## config.mk

```make
export PLATFORM = sky130hd
export DESIGN_NAME = id_ex_stage
export DESIGN_NICKNAME = d
export VERILOG_FILES = /design/src/rtl/id_ex_stage_pkg.sv /design/src/rtl/id_ex_stage_load_use_detect.sv /design/src/rtl/id_ex_stage.sv
export SDC_FILE = /design/constraint.sdc
export NUM_CORES = 1
export LEC_CHECK = 0
export ABC_AREA = 1
export CELL_PAD_IN_SITES_DETAIL_PLACEMENT = 1
export CELL_PAD_IN_SITES_GLOBAL_PLACEMENT = 2
export CORE_MARGIN = 5
export CORE_UTILIZATION = 23
export CTS_BUF_LIST = sky130_fd_sc_hd__clkbuf_8 sky130_fd_sc_hd__clkbuf_16
export DETAILED_ROUTE_END_ITERATION = 6
export PLACE_DENSITY_LB_ADDON = 0.1
export SYNTH_ARGS = -nofsm -noshare
export SYNTH_HDL_FRONTEND = slang
export SYNTH_HIERARCHICAL = 1
export SYNTH_SLANG_ARGS = --single-unit
```

## constraint.sdc

```tcl
create_clock -name clk -period 5.3 [get_ports clk]
set_clock_uncertainty 0.15 [all_clocks]
set_input_delay 0.795 -clock clk [delete_from_list [all_inputs] [get_ports clk]]
set_output_delay 0.795 -clock clk [all_outputs]
set_load 0.01 [all_outputs]
```

## src/rtl/id_ex_stage_pkg.sv

```systemverilog
// Shared encodings and types for the ID->EX pipeline register.
// Holds the decoder encodings (branch type, destination select, writeback
// source) and the packed control bundle carried from ID to EX.
package id_ex_stage_pkg;

    // Branch-type codes; only the two the stage itself needs to recognise
    localparam logic [3:0] CB_NONE   = 4'd0;
    localparam logic [3:0] CB_JAL_BR = 4'd10;
    // A bubble carries "no branch"
    localparam logic [3:0] BUBBLE_CB = CB_NONE;

    // Destination select: rd field or rt field
    localparam logic REGWA_RD = 1'b0;
    localparam logic REGWA_RT = 1'b1;

    // Writeback source
    localparam logic [1:0] REGWD_ALU   = 2'd0;
    localparam logic [1:0] REGWD_MEMRD = 2'd1;
    localparam logic [1:0] REGWD_HI    = 2'd2;
    localparam logic [1:0] REGWD_LO    = 2'd3;

    // jal links into the return-address register
    localparam int unsigned JAL_LINK_REG = 32'd31;

    // Decoded control bundle, registered as one unit
    typedef struct packed {
        logic [3:0] cb;
        logic [1:0] alu1;
        logic       alu2;
        logic [3:0] alusel;
        logic       dmemwe;
        logic [1:0] memlen;
        logic       regwa;
        logic [1:0] regwd;
        logic       regwe;
    } ctrl_t;

    // Control bundle of a bubble: no writes, no branch
    localparam ctrl_t BUBBLE_CTRL = '{
        cb:     BUBBLE_CB,
        alu1:   2'b00,
        alu2:   1'b0,
        alusel: 4'b0000,
        dmemwe: 1'b0,
        memlen: 2'b00,
        regwa:  1'b0,
        regwd:  2'b00,
        regwe:  1'b0
    };

    // True when the writeback value comes from a data-memory read
    function automatic logic is_load_wb(input logic [1:0] regwd);
        return (regwd == REGWD_MEMRD);
    endfunction

endpackage

```

## src/rtl/id_ex_stage_load_use_detect.sv

```systemverilog
// Load-use hazard detector: a load sitting in EX whose destination is a
// source of the instruction in ID cannot forward in time, so ID must wait.
// Writes to register 0 never create a hazard.
module load_use_detect
    import id_ex_stage_pkg::*;
#(
    parameter int AW = 5
) (
    input  logic          ex_valid,
    input  logic          ex_regwe,
    input  logic [1:0]    ex_regwd,
    input  logic [AW-1:0] ex_wa,
    input  logic          id_valid,
    input  logic [AW-1:0] id_rs,
    input  logic [AW-1:0] id_rt,
    output logic          lu
);

    // Hazard when a real load in EX targets a nonzero register read by ID
    always_comb begin
        lu = 1'b0;
        if (ex_valid && ex_regwe && is_load_wb(ex_regwd) &&
            (ex_wa != {AW{1'b0}}) && id_valid &&
            ((ex_wa == id_rs) || (ex_wa == id_rt))) begin
            lu = 1'b1;
        end else begin
            lu = 1'b0;
        end
    end

endmodule

```

## src/rtl/id_ex_stage.sv

```systemverilog
// ID->EX pipeline register.
// Captures the decoded control bundle, operands and instruction fields,
// resolves the destination register and inserts bubbles on flush or
// load-use. hold freezes everything; flush beats load-use.
module id_ex_stage
    import id_ex_stage_pkg::*;
#(
    parameter int DW = 32,
    parameter int AW = 5
) (
    input  logic          clk,
    input  logic          rst,
    input  logic          hold,
    input  logic          flush,
    input  logic          id_valid,
    input  logic [3:0]    id_cb,
    input  logic [1:0]    id_alu1,
    input  logic          id_alu2,
    input  logic [3:0]    id_alusel,
    input  logic          id_dmemwe,
    input  logic [1:0]    id_memlen,
    input  logic          id_regwa,
    input  logic [1:0]    id_regwd,
    input  logic          id_regwe,
    input  logic [AW-1:0] id_rs,
    input  logic [AW-1:0] id_rt,
    input  logic [AW-1:0] id_rd,
    input  logic [4:0]    id_sa,
    input  logic [DW-1:0] id_rd1,
    input  logic [DW-1:0] id_rd2,
    input  logic [DW-1:0] id_imm,
    input  logic [DW-1:0] id_pc,
    output logic          ex_valid,
    output logic [3:0]    ex_cb,
    output logic [1:0]    ex_alu1,
    output logic          ex_alu2,
    output logic [3:0]    ex_alusel,
    output logic          ex_dmemwe,
    output logic [1:0]    ex_memlen,
    output logic          ex_regwa,
    output logic [1:0]    ex_regwd,
    output logic          ex_regwe,
    output logic [AW-1:0] ex_rs,
    output logic [AW-1:0] ex_rt,
    output logic [AW-1:0] ex_rd,
    output logic [4:0]    ex_sa,
    output logic [DW-1:0] ex_rd1,
    output logic [DW-1:0] ex_rd2,
    output logic [DW-1:0] ex_imm,
    output logic [DW-1:0] ex_pc,
    output logic [AW-1:0] ex_wa,
    output logic          stall_id
);

    // Pipeline state
    logic          ex_valid_r;
    ctrl_t         ex_ctrl_r;
    logic [AW-1:0] ex_rs_r, ex_rt_r, ex_rd_r, ex_wa_r;
    logic [4:0]    ex_sa_r;
    logic [DW-1:0] ex_rd1_r, ex_rd2_r, ex_imm_r, ex_pc_r;

    // Next-state values
    logic          valid_nxt_s;
    ctrl_t         ctrl_nxt_s;
    logic [AW-1:0] rs_nxt_s, rt_nxt_s, rd_nxt_s, wa_nxt_s;
    logic [4:0]    sa_nxt_s;
    logic [DW-1:0] rd1_nxt_s, rd2_nxt_s, imm_nxt_s, pc_nxt_s;

    ctrl_t         id_ctrl_s;
    logic [AW-1:0] id_wa_s;
    logic          lu_s;

    assign id_ctrl_s = '{
        cb:     id_cb,
        alu1:   id_alu1,
        alu2:   id_alu2,
        alusel: id_alusel,
        dmemwe: id_dmemwe,
        memlen: id_memlen,
        regwa:  id_regwa,
        regwd:  id_regwd,
        regwe:  id_regwe
    };

    load_use_detect #(
        .AW (AW)
    ) u_load_use_detect (
        .ex_valid (ex_valid_r),
        .ex_regwe (ex_ctrl_r.regwe),
        .ex_regwd (ex_ctrl_r.regwd),
        .ex_wa    (ex_wa_r),
        .id_valid (id_valid),
        .id_rs    (id_rs),
        .id_rt    (id_rt),
        .lu       (lu_s)
    );

    // Destination: jal links to r31, else rt or rd as the decoder selects
    always_comb begin
        id_wa_s = id_rd;
        if (id_cb == CB_JAL_BR) begin
            id_wa_s = AW'(JAL_LINK_REG);
        end else if (id_regwa == REGWA_RT) begin
            id_wa_s = id_rt;
        end else begin
            id_wa_s = id_rd;
        end
    end

    // Update priority: hold freezes, flush or load-use bubbles, else load
    always_comb begin
        valid_nxt_s = ex_valid_r;
        ctrl_nxt_s  = ex_ctrl_r;
        rs_nxt_s    = ex_rs_r;
        rt_nxt_s    = ex_rt_r;
        rd_nxt_s    = ex_rd_r;
        wa_nxt_s    = ex_wa_r;
        sa_nxt_s    = ex_sa_r;
        rd1_nxt_s   = ex_rd1_r;
        rd2_nxt_s   = ex_rd2_r;
        imm_nxt_s   = ex_imm_r;
        pc_nxt_s    = ex_pc_r;
        if (hold) begin
            valid_nxt_s = ex_valid_r;
        end else if (flush || lu_s) begin
            // Bubble: cleared like reset, but the PC still tracks ID
            valid_nxt_s = 1'b0;
            ctrl_nxt_s  = BUBBLE_CTRL;
            rs_nxt_s    = {AW{1'b0}};
            rt_nxt_s    = {AW{1'b0}};
            rd_nxt_s    = {AW{1'b0}};
            wa_nxt_s    = {AW{1'b0}};
            sa_nxt_s    = 5'd0;
            rd1_nxt_s   = {DW{1'b0}};
            rd2_nxt_s   = {DW{1'b0}};
            imm_nxt_s   = {DW{1'b0}};
            pc_nxt_s    = id_pc;
        end else begin
            valid_nxt_s = id_valid;
            ctrl_nxt_s  = id_ctrl_s;
            rs_nxt_s    = id_rs;
            rt_nxt_s    = id_rt;
            rd_nxt_s    = id_rd;
            wa_nxt_s    = id_wa_s;
            sa_nxt_s    = id_sa;
            rd1_nxt_s   = id_rd1;
            rd2_nxt_s   = id_rd2;
            imm_nxt_s   = id_imm;
            pc_nxt_s    = id_pc;
        end
    end

    // Pipeline register with asynchronous clear
    always_ff @(posedge clk or negedge rst) begin
        if (!rst) begin
            ex_valid_r <= 1'b0;
            ex_ctrl_r  <= BUBBLE_CTRL;
            ex_rs_r    <= {AW{1'b0}};
            ex_rt_r    <= {AW{1'b0}};
            ex_rd_r    <= {AW{1'b0}};
            ex_wa_r    <= {AW{1'b0}};
            ex_sa_r    <= 5'd0;
            ex_rd1_r   <= {DW{1'b0}};
            ex_rd2_r   <= {DW{1'b0}};
            ex_imm_r   <= {DW{1'b0}};
            ex_pc_r    <= {DW{1'b0}};
        end else begin
            ex_valid_r <= valid_nxt_s;
            ex_ctrl_r  <= ctrl_nxt_s;
            ex_rs_r    <= rs_nxt_s;
            ex_rt_r    <= rt_nxt_s;
            ex_rd_r    <= rd_nxt_s;
            ex_wa_r    <= wa_nxt_s;
            ex_sa_r    <= sa_nxt_s;
            ex_rd1_r   <= rd1_nxt_s;
            ex_rd2_r   <= rd2_nxt_s;
            ex_imm_r   <= imm_nxt_s;
            ex_pc_r    <= pc_nxt_s;
        end
    end

    // A stall is only requested when the hazard actually blocks this cycle
    assign stall_id = lu_s & ~flush & ~hold;

    assign ex_valid  = ex_valid_r;
    assign ex_cb     = ex_ctrl_r.cb;
    assign ex_alu1   = ex_ctrl_r.alu1;
    assign ex_alu2   = ex_ctrl_r.alu2;
    assign ex_alusel = ex_ctrl_r.alusel;
    assign ex_dmemwe = ex_ctrl_r.dmemwe;
    assign ex_memlen = ex_ctrl_r.memlen;
    assign ex_regwa  = ex_ctrl_r.regwa;
    assign ex_regwd  = ex_ctrl_r.regwd;
    assign ex_regwe  = ex_ctrl_r.regwe;
    assign ex_rs     = ex_rs_r;
    assign ex_rt     = ex_rt_r;
    assign ex_rd     = ex_rd_r;
    assign ex_sa     = ex_sa_r;
    assign ex_rd1    = ex_rd1_r;
    assign ex_rd2    = ex_rd2_r;
    assign ex_imm    = ex_imm_r;
    assign ex_pc     = ex_pc_r;
    assign ex_wa     = ex_wa_r;

endmodule

```

* Word level (Yosys, flattened, before mapping) *
Index checks and enable logic that the tools add are counted.

cells by class
  reductions and logical operators = 8
  mux-type cells = 13
  equality and inequality tests = 4
  bitwise operators = 4

operators with widths
  operator                                             number
  two-way mux 32 bit                                   3
  two-way mux 5 bit                                    7
  two-way mux 18 bit                                   1
  equality test 5 bit                                  2
  logical AND 1 bit                                    5
  nonzero test 5 bit                                   1
  equality test 4 bit, second input constant           1
  bitwise AND 1 bit                                    2
  equality test 2 x 1 -> 1 bit, second input constant  1
  logical OR 1 bit                                     2
  two-way mux 1 bit                                    2
  NOT 1 bit                                            2

storage, ports and cells
  bits of input ports = 171
  register bits = 172

* Longest topological paths before layout *
Gate-level depths: netlist (run 1).

  depth after elaboration = 8
  gate-level depth with buffers = 13
  gate-level depth less buffers = 11

* Hierarchy *
Netlist (run 1), hierarchy kept.

modules (own cells, without submodules)
  module           seq. area each (um^2)  cells each  instances  area an instance (um^2)
  id_ex_stage      4304.1                 755         1          6566.3
  load_use_detect  0.0                    47          1          203.9

* Least setup slack after synthesis (run 1) *
OpenSTA, ideal clock, no wires.

  path type = input -> output
  start point = input id_rt[4]
  end point = output stall_id
  stages on the path = 8
  buffers on the path = 0
  required time = 4.355 ns
  slack = 2.914 ns
  arrival time = 1.441 ns
  path through = inv_1 -> nand2_1 -> nand2_1 -> nor2_1 -> nand3_1 -> a21oi_2 -> nand2_1 -> nor2_1

between the ends
  word-level cells in the longest chain between the ends = 6

ends and longest elaborated chain
  element                         RTL line                           RTL
  start: declaration              id_ex_stage.sv:26                  input logic [AW-1:0] id_rt,
  equality test 5 bit             id_ex_stage_load_use_detect.sv:24  ((ex_wa == id_rs) || (ex_wa == id_rt))) begin
  logical OR 1 bit                id_ex_stage_load_use_detect.sv:24
  logical AND 1 bit               id_ex_stage_load_use_detect.sv:23  (ex_wa != {AW{1'b0}}) && id_valid &&
  two-way mux 1 bit               id_ex_stage_load_use_detect.sv:22  if (ex_valid && ex_regwe && is_load_wb(ex_regwd) &&
  named net lu_s                  id_ex_stage.sv:71                  logic lu_s;
  bitwise AND 1 bit (2 in a row)  id_ex_stage.sv:183                 assign stall_id = lu_s & ~flush & ~hold;
  end: declaration                id_ex_stage.sv:52                  output logic stall_id

The timed path passes the listed nets, and every way through them passes these cells.

* Final worst setup path (run 1) *
  start point = input id_rt[1]
  end point = output stall_id

The elaborated chain is that of the path after synthesis.

==> impl_metrics.xml, run 1 <==
<?xml version="1.0" encoding="UTF-8"?>
<metrics>
  <group name="outcome">
    <metric name="status" unit="">complete, no violations</metric>
  </group>
  <group name="sta">
    <metric name="maxSlewHeadroom" unit="%">37.5</metric>
    <metric name="fin_worst_hold_slack" unit="ns">0.191</metric>
    <metric name="fin_setup_tns" unit="ns">0</metric>
    <metric name="max_fclk" unit="GHz">0.286</metric>
    <metric name="final_hold_viol_count" unit="">0</metric>
    <metric name="layout_worst_path_cycle_share" unit="%">65.9</metric>
    <metric name="grt_setup_unrepaired" unit="">false</metric>
    <metric name="final_setup_vio_count" unit="">0</metric>
    <metric name="timing_max_transition_violations_final" unit="">0</metric>
    <metric name="post-route-min-period" unit="ns">3.50</metric>
    <metric name="worst-slew-pin-transition" unit="ns">0.938</metric>
  </group>
  <group name="pwr">
    <metric name="maximum_ir_drop_on_the_vdd_rail" unit="mV">0.162</metric>
    <metric name="power_switching_share" unit="%">27.3</metric>
    <metric name="p_comb_share" unit="%">18.3</metric>
    <metric name="power.clock.fraction" unit="%">38.1</metric>
    <metric name="power_switching" unit="mW">0.926</metric>
    <metric name="power-per-cell-area" unit="nW/um^2">304</metric>
    <metric name="leakage_power_figure" unit="nW">5.50</metric>
    <metric name="internal_power" unit="mW">2.46</metric>
    <metric name="power.sequential.fraction" unit="%">43.7</metric>
  </group>
  <group name="place">
    <metric name="hpwlAfterDp" unit="um">18500</metric>
    <metric name="port-buffer-count" unit="">343</metric>
    <metric name="placed_area" unit="um^2">10600</metric>
    <metric name="routabilityCongestion" unit="">0.743</metric>
  </group>
  <group name="die">
    <metric name="rows" unit="">62</metric>
    <metric name="fp.dieArea" unit="um^2">33000</metric>
    <metric name="ioPinCount" unit="">344</metric>
    <metric name="dieWidth" unit="um">182</metric>
    <metric name="initial_core_utilization" unit="%">23.5</metric>
    <metric name="dieHeight" unit="um">182</metric>
    <metric name="fp.coreArea" unit="um^2">28900</metric>
  </group>
  <group name="global_routing">
    <metric name="grt_overflow_total" unit="">0</metric>
    <metric name="grt_start_max_net_pins" unit="">112</metric>
    <metric name="grt_pass1_wl" unit="um">40100</metric>
    <metric name="first_global_vias" unit="">6626</metric>
    <metric name="grt_util_all_layers" unit="%">15.4</metric>
    <metric name="antenna_found_initial" unit="">2</metric>
  </group>
  <group name="setup_path">
    <metric name="cp.arrival" unit="ns">2.55</metric>
    <metric name="start_to_end_type_of_the_worst_setup_path" unit="">in -&gt; out</metric>
    <metric name="crit_family" unit="">buffers and inverters</metric>
    <metric name="timing.critical_path.buf_inv" unit="">3</metric>
    <metric name="slowest_stage_cell_cp" unit="">sky130_fd_sc_hd__clkdlybuf4s50_1</metric>
    <metric name="critical_path.startpoint_type" unit="">primary input</metric>
    <metric name="max_stage_delay" unit="ns">0.55</metric>
    <metric name="crit_path_cell_trace" unit="">clkdlybuf4s50_1 -&gt; inv_1 -&gt; nand2_1 -&gt; nand2_1 -&gt; nor2_1 -&gt; nand3_1 -&gt; a21oi_2 -&gt; nand2_1 -&gt; nor2_1 -&gt; clkdlybuf4s50_1</metric>
    <metric name="critical_path_data_required_time" unit="ns">4.36</metric>
    <metric name="critical_path_peak_fanout" unit="">3</metric>
    <metric name="critical_path.most_common_cell" unit="">sky130_fd_sc_hd__nand2_1</metric>
    <metric name="setup.worst_path.end_class" unit="">output port</metric>
  </group>
  <group name="synth">
    <metric name="mapped_nets" unit="">973</metric>
    <metric name="synth.cell_area" unit="um^2">6770</metric>
    <metric name="synth-seq-cells" unit="">172</metric>
    <metric name="synth_sequential_area_ratio" unit="%">63.6</metric>
    <metric name="syn_avg_cell_area" unit="um^2">8.44</metric>
    <metric name="number_of_synthesis_warnings" unit="">6</metric>
    <metric name="synthesis.instances" unit="">802</metric>
    <metric name="synthDistinctLibCells" unit="">15</metric>
  </group>
  <group name="route">
    <metric name="topRoutingLayerUsed" unit="">met4</metric>
    <metric name="avgRoutedWirePerCell" unit="um">16.9</metric>
    <metric name="dr_wl_met2" unit="um">11700</metric>
    <metric name="met1_length" unit="um">11200</metric>
    <metric name="drt_pass1_iterations" unit="">4</metric>
    <metric name="drt-initial-drc-count" unit="">227</metric>
    <metric name="drt-vias-per-instance" unit="">4.05</metric>
    <metric name="ant_nets" unit="">0</metric>
    <metric name="detail_route.wirelength" unit="um">25900</metric>
    <metric name="routed_wl_met3" unit="um">2680</metric>
    <metric name="remaining_drc_errors" unit="">0</metric>
    <metric name="dr_total_vias" unit="">6196</metric>
  </group>
  <group name="cts">
    <metric name="clock-sinks" unit="">172</metric>
    <metric name="clkTransAtPathRegs" unit="ns">0.07</metric>
    <metric name="post_cts_buffers" unit="">0</metric>
    <metric name="cts-root-buf" unit="">sky130_fd_sc_hd__clkbuf_16</metric>
    <metric name="cts_buffers" unit="">17</metric>
    <metric name="cts.hold.buffers_added" unit="">0</metric>
    <metric name="cts-resized-gates" unit="">0</metric>
    <metric name="cts.path.max_buffers" unit="">2</metric>
    <metric name="ctsHtreeMaxLevel" unit="">4</metric>
    <metric name="tritoncts_clock_tree" unit="">done</metric>
    <metric name="worst_skew_pair.late_latency" unit="ns">0.42</metric>
  </group>
  <group name="final_layout">
    <metric name="nets" unit="">1304</metric>
    <metric name="post_route_cells_drive_above_1_share" unit="%">3.67</metric>
    <metric name="layout.cells.most_common" unit="">sky130_fd_sc_hd__nand2_1</metric>
    <metric name="finalInstanceArea" unit="um^2">11100</metric>
    <metric name="syn_to_final_growth" unit="%">64.6</metric>
    <metric name="final.fill_count" unit="">3339</metric>
    <metric name="most-common-layout-cells" unit="">sky130_fd_sc_hd__nand2_1 (536), sky130_fd_sc_hd__clkdlybuf4s50_1 (341), sky130_fd_sc_hd__dfrtp_1 (172)</metric>
  </group>
  <group name="hold_path">
    <metric name="hp-class" unit="">in -&gt; async</metric>
  </group>
  <group name="run">
    <metric name="max_capacitance_violation_count" unit="">0</metric>
  </group>
</metrics>
-- final timing paths --
| kind | start | endpoint | slack [ns] | cells after the start |
|---|---|---|---|---|
| setup / recovery | id_rt[1] | stall_id | 1.80 | 10 |
| hold reg to reg | ex_cb[0]$_DFFE_PN0N_ | ex_cb[0]$_DFFE_PN0N_ | 0.33 | 2 |
| hold / removal | rst | ex_imm[27]$_DFFE_PN0N_ | 0.19 | 1 |
| max in group asynchronous | rst | ex_pc[3]$_DFFE_PN0N_ | 3.73 | 2 |
| setup reg to reg | ex_wa[4]$_DFFE_PN0N_ | ex_rd1[7]$_DFFE_PN0N_ | 2.59 | 10 |
| min in group clk | ex_cb[0]$_DFFE_PN0N_ | ex_cb[0]$_DFFE_PN0N_ | 0.33 | 2 |
-- cell usage after synthesis (all sizes together) --
cell type,n,share of area [%]
nor2,13,0.72
nand2,536,30
o21ai,11,0.81
buf,26,2.3
xnor2,2,0.26
nand3,2,0.15
clkbuf,11,0.61
nand4,2,0.18
dfrtp,172,64
a21oi,1,0.13
xor2,1,0.13
inv,25,1.4
-- power groups by stage --
stage	registers [mW]	clock network [mW]	logic, mW
floorplan	1.55	0	0.143
global placement	1.50	0	0.635
detailed placement	1.51	0	0.634
CTS	1.48	1.35	0.637
global route	1.49	1.39	0.678
finish	1.48	1.29	0.619
-- registers in the layout, indices dropped and copies added, names as in the netlist, 4 cells and up --
register / cells
ex_alusel: 4
ex_cb: 4
ex_imm: 32
ex_pc: 32
ex_rd: 5
ex_rd1: 32
ex_rd2: 32
ex_rs: 5
ex_rt: 5
ex_sa: 5
ex_wa: 5
-- metrics by stage --
step / instances / worst slack [ns] / power (mW) / utilization [%]
2_1_floorplan: 802 / 2.91 / 1.69 / -
3_3_place_gp: 1498 / 1.76 / 2.14 / 36.6
3_5_place_dp: 1498 / 1.74 / 2.14 / 36.6
4_1_cts: 1529 / 1.77 / 3.47 / 38.6
5_1_grt: 1530 / 1.62 / 3.57 / 38.6
6_report: 1530 / 1.80 / 3.39 / 38.6
-- worst reg2reg max path, cell delays in order, from the launching register on --
cell,delay [ns]
sky130_fd_sc_hd__dfrtp_1,0.45
sky130_fd_sc_hd__inv_1,0.14
sky130_fd_sc_hd__nand4_1,0.14
sky130_fd_sc_hd__nand4_1,0.15
sky130_fd_sc_hd__a21oi_2,0.06
sky130_fd_sc_hd__nor2_1,0.11
sky130_fd_sc_hd__nand2_1,0.30
sky130_fd_sc_hd__inv_4,0.61
sky130_fd_sc_hd__buf_4,0.40
sky130_fd_sc_hd__nand2_1,0.09
sky130_fd_sc_hd__nand2_1,0.07
-- metal layers --
metal | up-vias | GRT usage (%)
li1 | 3056 | -
met1 | 2895 | 19.3
met3 | 19 | 7.04
met2 | 226 | 24.2
met5 | - | 0
met4 | 0 | 3.81
-- kinds of logic after synthesis --
family / synth area share, %
DFF: 63.6
AOI/OAI and AO/OA: 0.943
xor gates and xnor gates: 0.388
buffers and inverters: 4.32
and+or+nand+nor: 30.8
-- layout make-up --
cell class              instances  area [um^2]  area share [%]
clock buffers                  17          425            3.82
flip-flops and latches        172         4300            38.6
repair buffers                349         3500            31.4
inverters                      25         96.3           0.864
multi-input cells             568         2170            19.5
well taps                     384          480            4.31
diodes                          1         2.50          0.0225
clock inverters                14          161            1.45
(Power assumes the default switching activity.)
==> run 2, diff against run 1 <==
--- a/config.mk
+++ b/config.mk
@@ -9,7 +9,7 @@
 export CELL_PAD_IN_SITES_DETAIL_PLACEMENT = 1
 export CELL_PAD_IN_SITES_GLOBAL_PLACEMENT = 2
 export CORE_MARGIN = 5
-export CORE_UTILIZATION = 23
+export CORE_UTILIZATION = 19
 export CTS_BUF_LIST = sky130_fd_sc_hd__clkbuf_8 sky130_fd_sc_hd__clkbuf_16
 export DETAILED_ROUTE_END_ITERATION = 6
 export PLACE_DENSITY_LB_ADDON = 0.1
==> constraint.sdc (replaced) <==
create_clock -name clk -period 3.15 [get_ports clk]
set_clock_uncertainty 0.15 [all_clocks]
set_input_delay 0.4725 -clock clk [delete_from_list [all_inputs] [get_ports clk]]
set_output_delay 0.4725 -clock clk [all_outputs]
set_load 0.01 [all_outputs]
==> run 2 against run 1 <==
Net effect:
- setup slack got worse by 1.5 ns
- die area rose by 20%
- clock-buffer cell count rose by 5
- highest routed layer is now met5
- global-route usage down 1.4 points
- register-to-register slack worse by 1.6 ns
- via count grew 0.90%
- clock power up 68%
- flip-flop and latch count unchanged
- sequential share of layout area down 0.69 points
- core utilization decreased by 6.6 points
==> impl_metrics.xml, run 2 (synthesized netlist as in run 1, its figures left out) <==
<?xml version="1.0" encoding="UTF-8"?>
<metrics>
  <group name="sta">
    <metric name="maxSlewHeadroom" unit="%">37.0</metric>
    <metric name="final_hold_viol_count" unit="">0</metric>
    <metric name="grt_setup_unrepaired" unit="">false</metric>
    <metric name="fin_setup_tns" unit="ns">0</metric>
    <metric name="final_setup_vio_count" unit="">0</metric>
    <metric name="layout_worst_path_cycle_share" unit="%">89.9</metric>
    <metric name="timing_max_transition_violations_final" unit="">0</metric>
    <metric name="max_fclk" unit="GHz">0.353</metric>
    <metric name="worst_setup_slack_after_layout" unit="ns">0.320</metric>
    <metric name="post-route-min-period" unit="ns">2.83</metric>
    <metric name="worst-slew-pin-transition" unit="ns">0.944</metric>
  </group>
  <group name="final_layout">
    <metric name="nets" unit="">1311</metric>
    <metric name="most-common-layout-cells" unit="">sky130_fd_sc_hd__nand2_1 (536), sky130_fd_sc_hd__clkdlybuf4s50_1 (341), sky130_fd_sc_hd__dfrtp_1 (172)</metric>
    <metric name="layout.cells.most_common" unit="">sky130_fd_sc_hd__nand2_1</metric>
    <metric name="syn_to_final_growth" unit="%">67.6</metric>
    <metric name="finish.cell_count_without_fillers" unit="">1619</metric>
    <metric name="utilization" unit="%">32.1</metric>
    <metric name="post_route_cells_drive_above_1_share" unit="%">3.99</metric>
    <metric name="final.fill_count" unit="">4136</metric>
  </group>
  <group name="hold_path">
    <metric name="hold_path_startpoint" unit="">hold</metric>
    <metric name="hold_end" unit="">ex_pc[31]$_DFFE_PN0N_</metric>
    <metric name="min_delay_path_depth" unit="">4</metric>
    <metric name="hp-class" unit="">in -&gt; reg</metric>
  </group>
  <group name="outcome">
    <metric name="status" unit="">complete, no violations</metric>
  </group>
  <group name="cts">
    <metric name="clkTransAtPathRegs" unit="ns">0.06</metric>
    <metric name="tritoncts_clock_tree" unit="">done</metric>
    <metric name="cts_buffers" unit="">17</metric>
    <metric name="cts.path.max_buffers" unit="">2</metric>
    <metric name="clock-sinks" unit="">172</metric>
    <metric name="cts-root-buf" unit="">sky130_fd_sc_hd__clkbuf_16</metric>
    <metric name="worst_skew_pair.late_latency" unit="ns">0.43</metric>
    <metric name="cts-resized-gates" unit="">0</metric>
    <metric name="ctsHtreeMaxLevel" unit="">4</metric>
  </group>
  <group name="route">
    <metric name="dr_total_vias" unit="">6252</metric>
    <metric name="remaining_drc_errors" unit="">0</metric>
    <metric name="drt-vias-per-instance" unit="">3.86</metric>
    <metric name="detail_route.wirelength" unit="um">27700</metric>
    <metric name="avgRoutedWirePerCell" unit="um">17.1</metric>
    <metric name="drt-initial-drc-count" unit="">210</metric>
    <metric name="ant_nets" unit="">0</metric>
    <metric name="drt_pass1_iterations" unit="">4</metric>
  </group>
  <group name="setup_path">
    <metric name="worstReg2RegEnd" unit="">ex_rd1[12]$_DFFE_PN0N_</metric>
    <metric name="critical_path.startpoint_type" unit="">primary input</metric>
    <metric name="timing.critical_path.buf_inv" unit="">3</metric>
    <metric name="cp.arrival" unit="ns">2.21</metric>
    <metric name="start_to_end_type_of_the_worst_setup_path" unit="">in -&gt; out</metric>
    <metric name="critical_path.most_common_cell" unit="">sky130_fd_sc_hd__nand2_1</metric>
    <metric name="critical_path_data_required_time" unit="ns">2.53</metric>
    <metric name="setup.worst_path.end_class" unit="">output port</metric>
    <metric name="crit_family" unit="">buffers and inverters</metric>
    <metric name="max_stage_delay" unit="ns">0.54</metric>
    <metric name="reg2reg_from" unit="">ex_wa[0]$_DFFE_PN0N_</metric>
    <metric name="slowest_stage_cell_cp" unit="">sky130_fd_sc_hd__clkdlybuf4s50_1</metric>
    <metric name="critical_path_peak_fanout" unit="">3</metric>
    <metric name="crit_path_cell_trace" unit="">clkdlybuf4s50_1 -&gt; inv_1 -&gt; nand2_1 -&gt; nand2_1 -&gt; nor2_1 -&gt; nand3_1 -&gt; a21oi_2 -&gt; nand2_1 -&gt; nor2_1 -&gt; clkdlybuf4s50_1</metric>
    <metric name="register_to_register_path_depth" unit="">11</metric>
    <metric name="regToRegSetupSlack" unit="ns">1.01</metric>
  </group>
  <group name="global_routing">
    <metric name="grt_pass1_wl" unit="um">42400</metric>
    <metric name="antenna_found_initial" unit="">2</metric>
    <metric name="first_global_vias" unit="">6894</metric>
    <metric name="grt_util_all_layers" unit="%">14.0</metric>
    <metric name="grt_start_max_net_pins" unit="">173</metric>
    <metric name="grt_overflow_total" unit="">0</metric>
  </group>
  <group name="pwr">
    <metric name="leakage_power_figure" unit="nW">5.58</metric>
    <metric name="power-per-cell-area" unit="nW/um^2">504</metric>
    <metric name="maximum_ir_drop_on_the_vdd_rail" unit="mV">0.364</metric>
    <metric name="p_total" unit="mW">5.72</metric>
  </group>
  <group name="place">
    <metric name="port-buffer-count" unit="">343</metric>
    <metric name="hpwlAfterDp" unit="um">19900</metric>
    <metric name="place.detailed.instances" unit="">1581</metric>
    <metric name="routabilityCongestion" unit="">0.738</metric>
    <metric name="worst_case_setup_slack_after_placement" unit="ns">0.301</metric>
  </group>
  <group name="die">
    <metric name="dieHeight" unit="um">199</metric>
    <metric name="rows" unit="">69</metric>
    <metric name="dieWidth" unit="um">199</metric>
    <metric name="ioPinCount" unit="">344</metric>
    <metric name="fp.coreArea" unit="um^2">35400</metric>
    <metric name="fp.dieArea" unit="um^2">39500</metric>
    <metric name="initial_core_utilization" unit="%">19.1</metric>
  </group>
  <group name="run">
    <metric name="max_capacitance_violation_count" unit="">0</metric>
  </group>
</metrics>
## run 2: changes by cell type in the layout (fill, tap and decap cells not counted), sizes merged
cell	change
buf	+6
clkinvlp	-2
diode	+4
clkinv	+1
dlygate4sd3	+1
inv	-3
clkbuf	+5
## run 2: worst max-delay path by stage
stage,startpoint,endpoint,slack [ns],cells past startpoint
floorplan,ex_wa[4]$_DFFE_PN0N_,ex_rd1[25]$_DFFE_PN0N_,1.38,13
global placement,id_rt[0],stall_id,0.31,10
detailed placement,id_rt[4],stall_id,0.30,10
CTS,ex_wa[1]$_DFFE_PN0N_,stall_id,0.24,9
global route,ex_wa[0]$_DFFE_PN0N_,stall_id,0.07,9
finish,id_rt[4],stall_id,0.32,10
## run 2: what timing repair did
item                      4_1_cts  5_1_grt
hold buffers                    1        0
hold endpoints to repair       59        0
setup buffers                   0        0
## run 2: area by class of cell
type,instances,area (um^2),share of cell area [%]
inverters,25,96.3,0.849
clock buffers,22,494,4.35
clock inverters,10,97.6,0.860
diodes,5,12.5,0.110
repair buffers,356,3590,31.7
well taps,461,577,5.08
multi-input cells,568,2170,19.1
flip-flops and latches,172,4300,37.9
## run 2: per-layer routing
metal	global-route usage, %	part of all wire (%)	up-vias
met5	0	0.047	-
met2	20.7	44	209
met3	7.03	10	9
li1	-	-	3076
met4	3.37	0.67	2
met1	18.4	45	2956
## run 2: report_power, final
group	leakage (nW)	internal [mW]	switching (mW)
Combinational	3.06	0.584	0.475
Clock	0.307	1.26	0.905
Sequential	2.21	2.38	0.111
Total	5.58	4.23	1.49
## run 2: stage by stage
stage / area, um^2 / hold slack [ns]
final: 11300 / 0.206
after global routing: 11300 / 0.199
after CTS: 11300 / 0.173
after detailed placement: 10700 / 0.314
after global placement: 10700 / 0.311
after floorplan: 6770 / 0.0269
## run 2: tightest hold or removal path, stage by stage
cell                      delay (ns)
sky130_fd_sc_hd__buf_4          0.11
sky130_fd_sc_hd__inv_2          0.06
sky130_fd_sc_hd__nand2_1        0.06
sky130_fd_sc_hd__nand2_1        0.05
==> run 3, diff against run 2 <==
--- a/config.mk
+++ b/config.mk
@@ -9,7 +9,7 @@
 export CELL_PAD_IN_SITES_DETAIL_PLACEMENT = 1
 export CELL_PAD_IN_SITES_GLOBAL_PLACEMENT = 2
 export CORE_MARGIN = 5
-export CORE_UTILIZATION = 19
+export CORE_UTILIZATION = 21
 export CTS_BUF_LIST = sky130_fd_sc_hd__clkbuf_8 sky130_fd_sc_hd__clkbuf_16
 export DETAILED_ROUTE_END_ITERATION = 6
 export PLACE_DENSITY_LB_ADDON = 0.1
==> constraint.sdc (replaced) <==
create_clock -name clk -period 2.7 [get_ports clk]
set_clock_uncertainty 0.15 [all_clocks]
set_input_delay 0.405 -clock clk [delete_from_list [all_inputs] [get_ports clk]]
set_output_delay 0.405 -clock clk [all_outputs]
set_load 0.01 [all_outputs]
==> run 3 against run 2 <==
Net effect:
- critical path depth is 2 lower
- clock-buffer cell count increased by 2
- first-iteration DRC count up 15%
- sequential power grew 16%
- via count down 0.30%
- die area down 9.1%
- core utilization increased by 3.6 points
- non-clock buffer count grew 4
- sequential share of layout area rose by 0.12 points
- flip-flop and latch count is the same
- power increased by 16%
- worst hold slack got worse by 0.052 ns
- critical endpoint unchanged
- largest cell class unchanged
- largest power group unchanged
- highest routed layer unchanged
==> impl_metrics.xml, run 3 (synthesized netlist as in run 1, its figures left out) <==
<?xml version="1.0" encoding="UTF-8"?>
<metrics>
  <group name="outcome">
    <metric name="status" unit="">complete, no violations</metric>
  </group>
  <group name="setup_path">
    <metric name="critical_path_peak_fanout" unit="">7</metric>
    <metric name="critical_path.startpoint_type" unit="">register</metric>
    <metric name="worstReg2RegEnd" unit="">ex_rd2[16]$_DFFE_PN0N_</metric>
    <metric name="register_to_register_path_depth" unit="">12</metric>
    <metric name="regToRegSetupSlack" unit="ns">0.61</metric>
    <metric name="critical_path.most_common_cell" unit="">sky130_fd_sc_hd__nor2_1</metric>
    <metric name="slowest_stage_cell_cp" unit="">sky130_fd_sc_hd__dfrtp_2</metric>
    <metric name="setup.worst_path.end_class" unit="">output port</metric>
    <metric name="start_to_end_type_of_the_worst_setup_path" unit="">reg -&gt; out</metric>
    <metric name="max_stage_delay" unit="ns">0.48</metric>
    <metric name="critical_path_data_required_time" unit="ns">2.14</metric>
    <metric name="cp.arrival" unit="ns">1.82</metric>
    <metric name="crit_family" unit="">simple AND/OR/NAND/NOR gates</metric>
    <metric name="crit_path_cell_trace" unit="">nor2_1 -&gt; nor2_1 -&gt; nor2_1 -&gt; nand3_1 -&gt; a21oi_2 -&gt; nand2_1 -&gt; nor2_1 -&gt; clkbuf_2</metric>
    <metric name="reg2reg_from" unit="">ex_wa[4]$_DFFE_PN0N_</metric>
    <metric name="timing.critical_path.buf_inv" unit="">1</metric>
  </group>
  <group name="route">
    <metric name="drt-initial-drc-count" unit="">241</metric>
    <metric name="avgRoutedWirePerCell" unit="um">17.0</metric>
    <metric name="detail_route.wirelength" unit="um">26500</metric>
    <metric name="dr_total_vias" unit="">6233</metric>
    <metric name="remaining_drc_errors" unit="">0</metric>
    <metric name="drt_pass1_iterations" unit="">4</metric>
    <metric name="ant_nets" unit="">0</metric>
    <metric name="drt-vias-per-instance" unit="">4.00</metric>
  </group>
  <group name="global_routing">
    <metric name="global_route.usage.met3" unit="%">7.89</metric>
    <metric name="grt_util_met1" unit="%">18.6</metric>
    <metric name="use_met2" unit="%">22.3</metric>
    <metric name="grt_util_all_layers" unit="%">14.7</metric>
    <metric name="gr-max-usage-layer" unit="">met2</metric>
    <metric name="first_global_vias" unit="">6768</metric>
    <metric name="grt_start_max_net_pins" unit="">173</metric>
    <metric name="antenna_found_initial" unit="">3</metric>
    <metric name="grt_pass1_wl" unit="um">40900</metric>
    <metric name="grt_overflow_total" unit="">0</metric>
  </group>
  <group name="cts">
    <metric name="clock-sinks" unit="">172</metric>
    <metric name="clkTransAtPathRegs" unit="ns">0.07</metric>
    <metric name="cts_buffers" unit="">17</metric>
    <metric name="cts-root-buf" unit="">sky130_fd_sc_hd__clkbuf_16</metric>
    <metric name="cts.path.max_buffers" unit="">2</metric>
    <metric name="ctsHtreeMaxLevel" unit="">4</metric>
    <metric name="worst_skew_pair.late_latency" unit="ns">0.43</metric>
    <metric name="tritoncts_clock_tree" unit="">done</metric>
  </group>
  <group name="final_layout">
    <metric name="syn_to_final_growth" unit="%">67.3</metric>
    <metric name="antenna_cells_inserted" unit="">0</metric>
    <metric name="post_route_cells_drive_above_1_share" unit="%">4.84</metric>
    <metric name="layout.cells.most_common" unit="">sky130_fd_sc_hd__nand2_1</metric>
    <metric name="most-common-layout-cells" unit="">sky130_fd_sc_hd__nand2_1 (536), sky130_fd_sc_hd__clkdlybuf4s50_1 (340), sky130_fd_sc_hd__dfrtp_1 (168)</metric>
    <metric name="utilization" unit="%">35.7</metric>
    <metric name="nets" unit="">1315</metric>
  </group>
  <group name="run">
    <metric name="max_capacitance_violation_count" unit="">0</metric>
  </group>
  <group name="sta">
    <metric name="final_setup_vio_count" unit="">0</metric>
    <metric name="final_hold_viol_count" unit="">0</metric>
    <metric name="worst_setup_slack_after_layout" unit="ns">0.322</metric>
    <metric name="fin_worst_hold_slack" unit="ns">0.155</metric>
    <metric name="worst-slew-pin-transition" unit="ns">0.831</metric>
    <metric name="maxSlewHeadroom" unit="%">44.6</metric>
    <metric name="grt_setup_unrepaired" unit="">false</metric>
    <metric name="timing_max_transition_violations_final" unit="">0</metric>
    <metric name="layout_worst_path_cycle_share" unit="%">88.1</metric>
    <metric name="post-route-min-period" unit="ns">2.38</metric>
    <metric name="max_fclk" unit="GHz">0.421</metric>
  </group>
  <group name="hold_path">
    <metric name="min_delay_path_depth" unit="">4</metric>
    <metric name="hp-class" unit="">in -&gt; reg</metric>
    <metric name="hold_end" unit="">ex_pc[31]$_DFFE_PN0N_</metric>
    <metric name="hold_path_startpoint" unit="">hold</metric>
  </group>
  <group name="die">
    <metric name="fp.coreArea" unit="um^2">31700</metric>
    <metric name="dieHeight" unit="um">190</metric>
    <metric name="fp.dieArea" unit="um^2">35900</metric>
    <metric name="ioPinCount" unit="">344</metric>
    <metric name="dieWidth" unit="um">190</metric>
    <metric name="initial_core_utilization" unit="%">21.3</metric>
    <metric name="rows" unit="">65</metric>
  </group>
  <group name="place">
    <metric name="worst_case_setup_slack_after_placement" unit="ns">-0.110</metric>
    <metric name="routabilityCongestion" unit="">0.699</metric>
    <metric name="hpwlAfterDp" unit="um">19000</metric>
    <metric name="port-buffer-count" unit="">343</metric>
  </group>
  <group name="pwr">
    <metric name="leakage_power_figure" unit="nW">5.60</metric>
    <metric name="power-per-cell-area" unit="nW/um^2">585</metric>
    <metric name="maximum_ir_drop_on_the_vdd_rail" unit="mV">0.387</metric>
  </group>
</metrics>
[run 3: cell types whose count changed in the layout (fill, tap and decap cells not counted)]
| cell | change |
|---|---|
| sky130_fd_sc_hd__bufinv_16 | -1 |
| sky130_fd_sc_hd__dfrtp_2 | +4 |
| sky130_fd_sc_hd__clkdlybuf4s50_1 | -1 |
| sky130_fd_sc_hd__diode_2 | -5 |
| sky130_fd_sc_hd__inv_1 | -1 |
| sky130_fd_sc_hd__clkbuf_8 | +2 |
| sky130_fd_sc_hd__clkinvlp_4 | -1 |
| sky130_fd_sc_hd__clkinv_4 | +1 |
| sky130_fd_sc_hd__buf_12 | +3 |
| sky130_fd_sc_hd__dfrtp_1 | -4 |
| sky130_fd_sc_hd__buf_4 | +1 |
| sky130_fd_sc_hd__clkbuf_2 | +1 |
[run 3: power breakdown]
part,internal (mW),switching (mW)
Combinational,0.691,0.550
Clock,1.43,1.05
Sequential,2.78,0.127
[run 3: worst register-to-register path: cells and delay by family, from the launching register on]
family                 cells  cell delay (ns)
and+or+nand+nor            8             0.67
buffers and inverters      3             0.67
AOI/OAI and AO/OA          1             0.08
DFF                        1             0.45
[run 3: layer usage]
metal,vias up,share of wire (%)
met4,6,0.94
met3,20,11
met2,229,44
li1,3071,-
met5,-,0.13
met1,2907,44
[run 3: final cells by class]
cell class              instances  area, um^2
clock buffers                  24         522
clock inverters                 8        65.1
fillers                      3666       20400
inverters                      25        96.3
multi-input cells             568        2170
flip-flops and latches        172        4310
well taps                     402         503
repair buffers                360        3660
[run 3: timing repair]
action | in CTS | in global routing
setup endpoints to repair | 1 | 1
hold buffers | 1 | 0
gates resized for setup | 5 | 2
setup buffers | 0 | 0
hold endpoints to repair | 54 | 0
gates cloned | 0 | 0
[run 3: worst max-delay path by stage]
stage,from,end,cells past startpoint
final,ex_wa[0]$_DFFE_PN0N_,stall_id,8
after global routing,ex_wa[0]$_DFFE_PN0N_,stall_id,8
after CTS,ex_wa[0]$_DFFE_PN0N_,stall_id,8
after detailed placement,id_rt[1],stall_id,10
after global placement,id_rt[4],stall_id,10
after floorplan,ex_wa[4]$_DFFE_PN0N_,ex_rd1[25]$_DFFE_PN0N_,13
[run 3: metrics by stage]
step                instances  setup TNS [ns]  total power, mW  area [um^2]
floorplan                 802               0             3.32         6770
CTS                      1559               0             6.79        11300
finish                   1559               0             6.63        11300
global route             1559               0             7.00        11300
detailed placement       1526          -0.110             4.23        10700
global placement         1526         -0.0930             4.22        10700
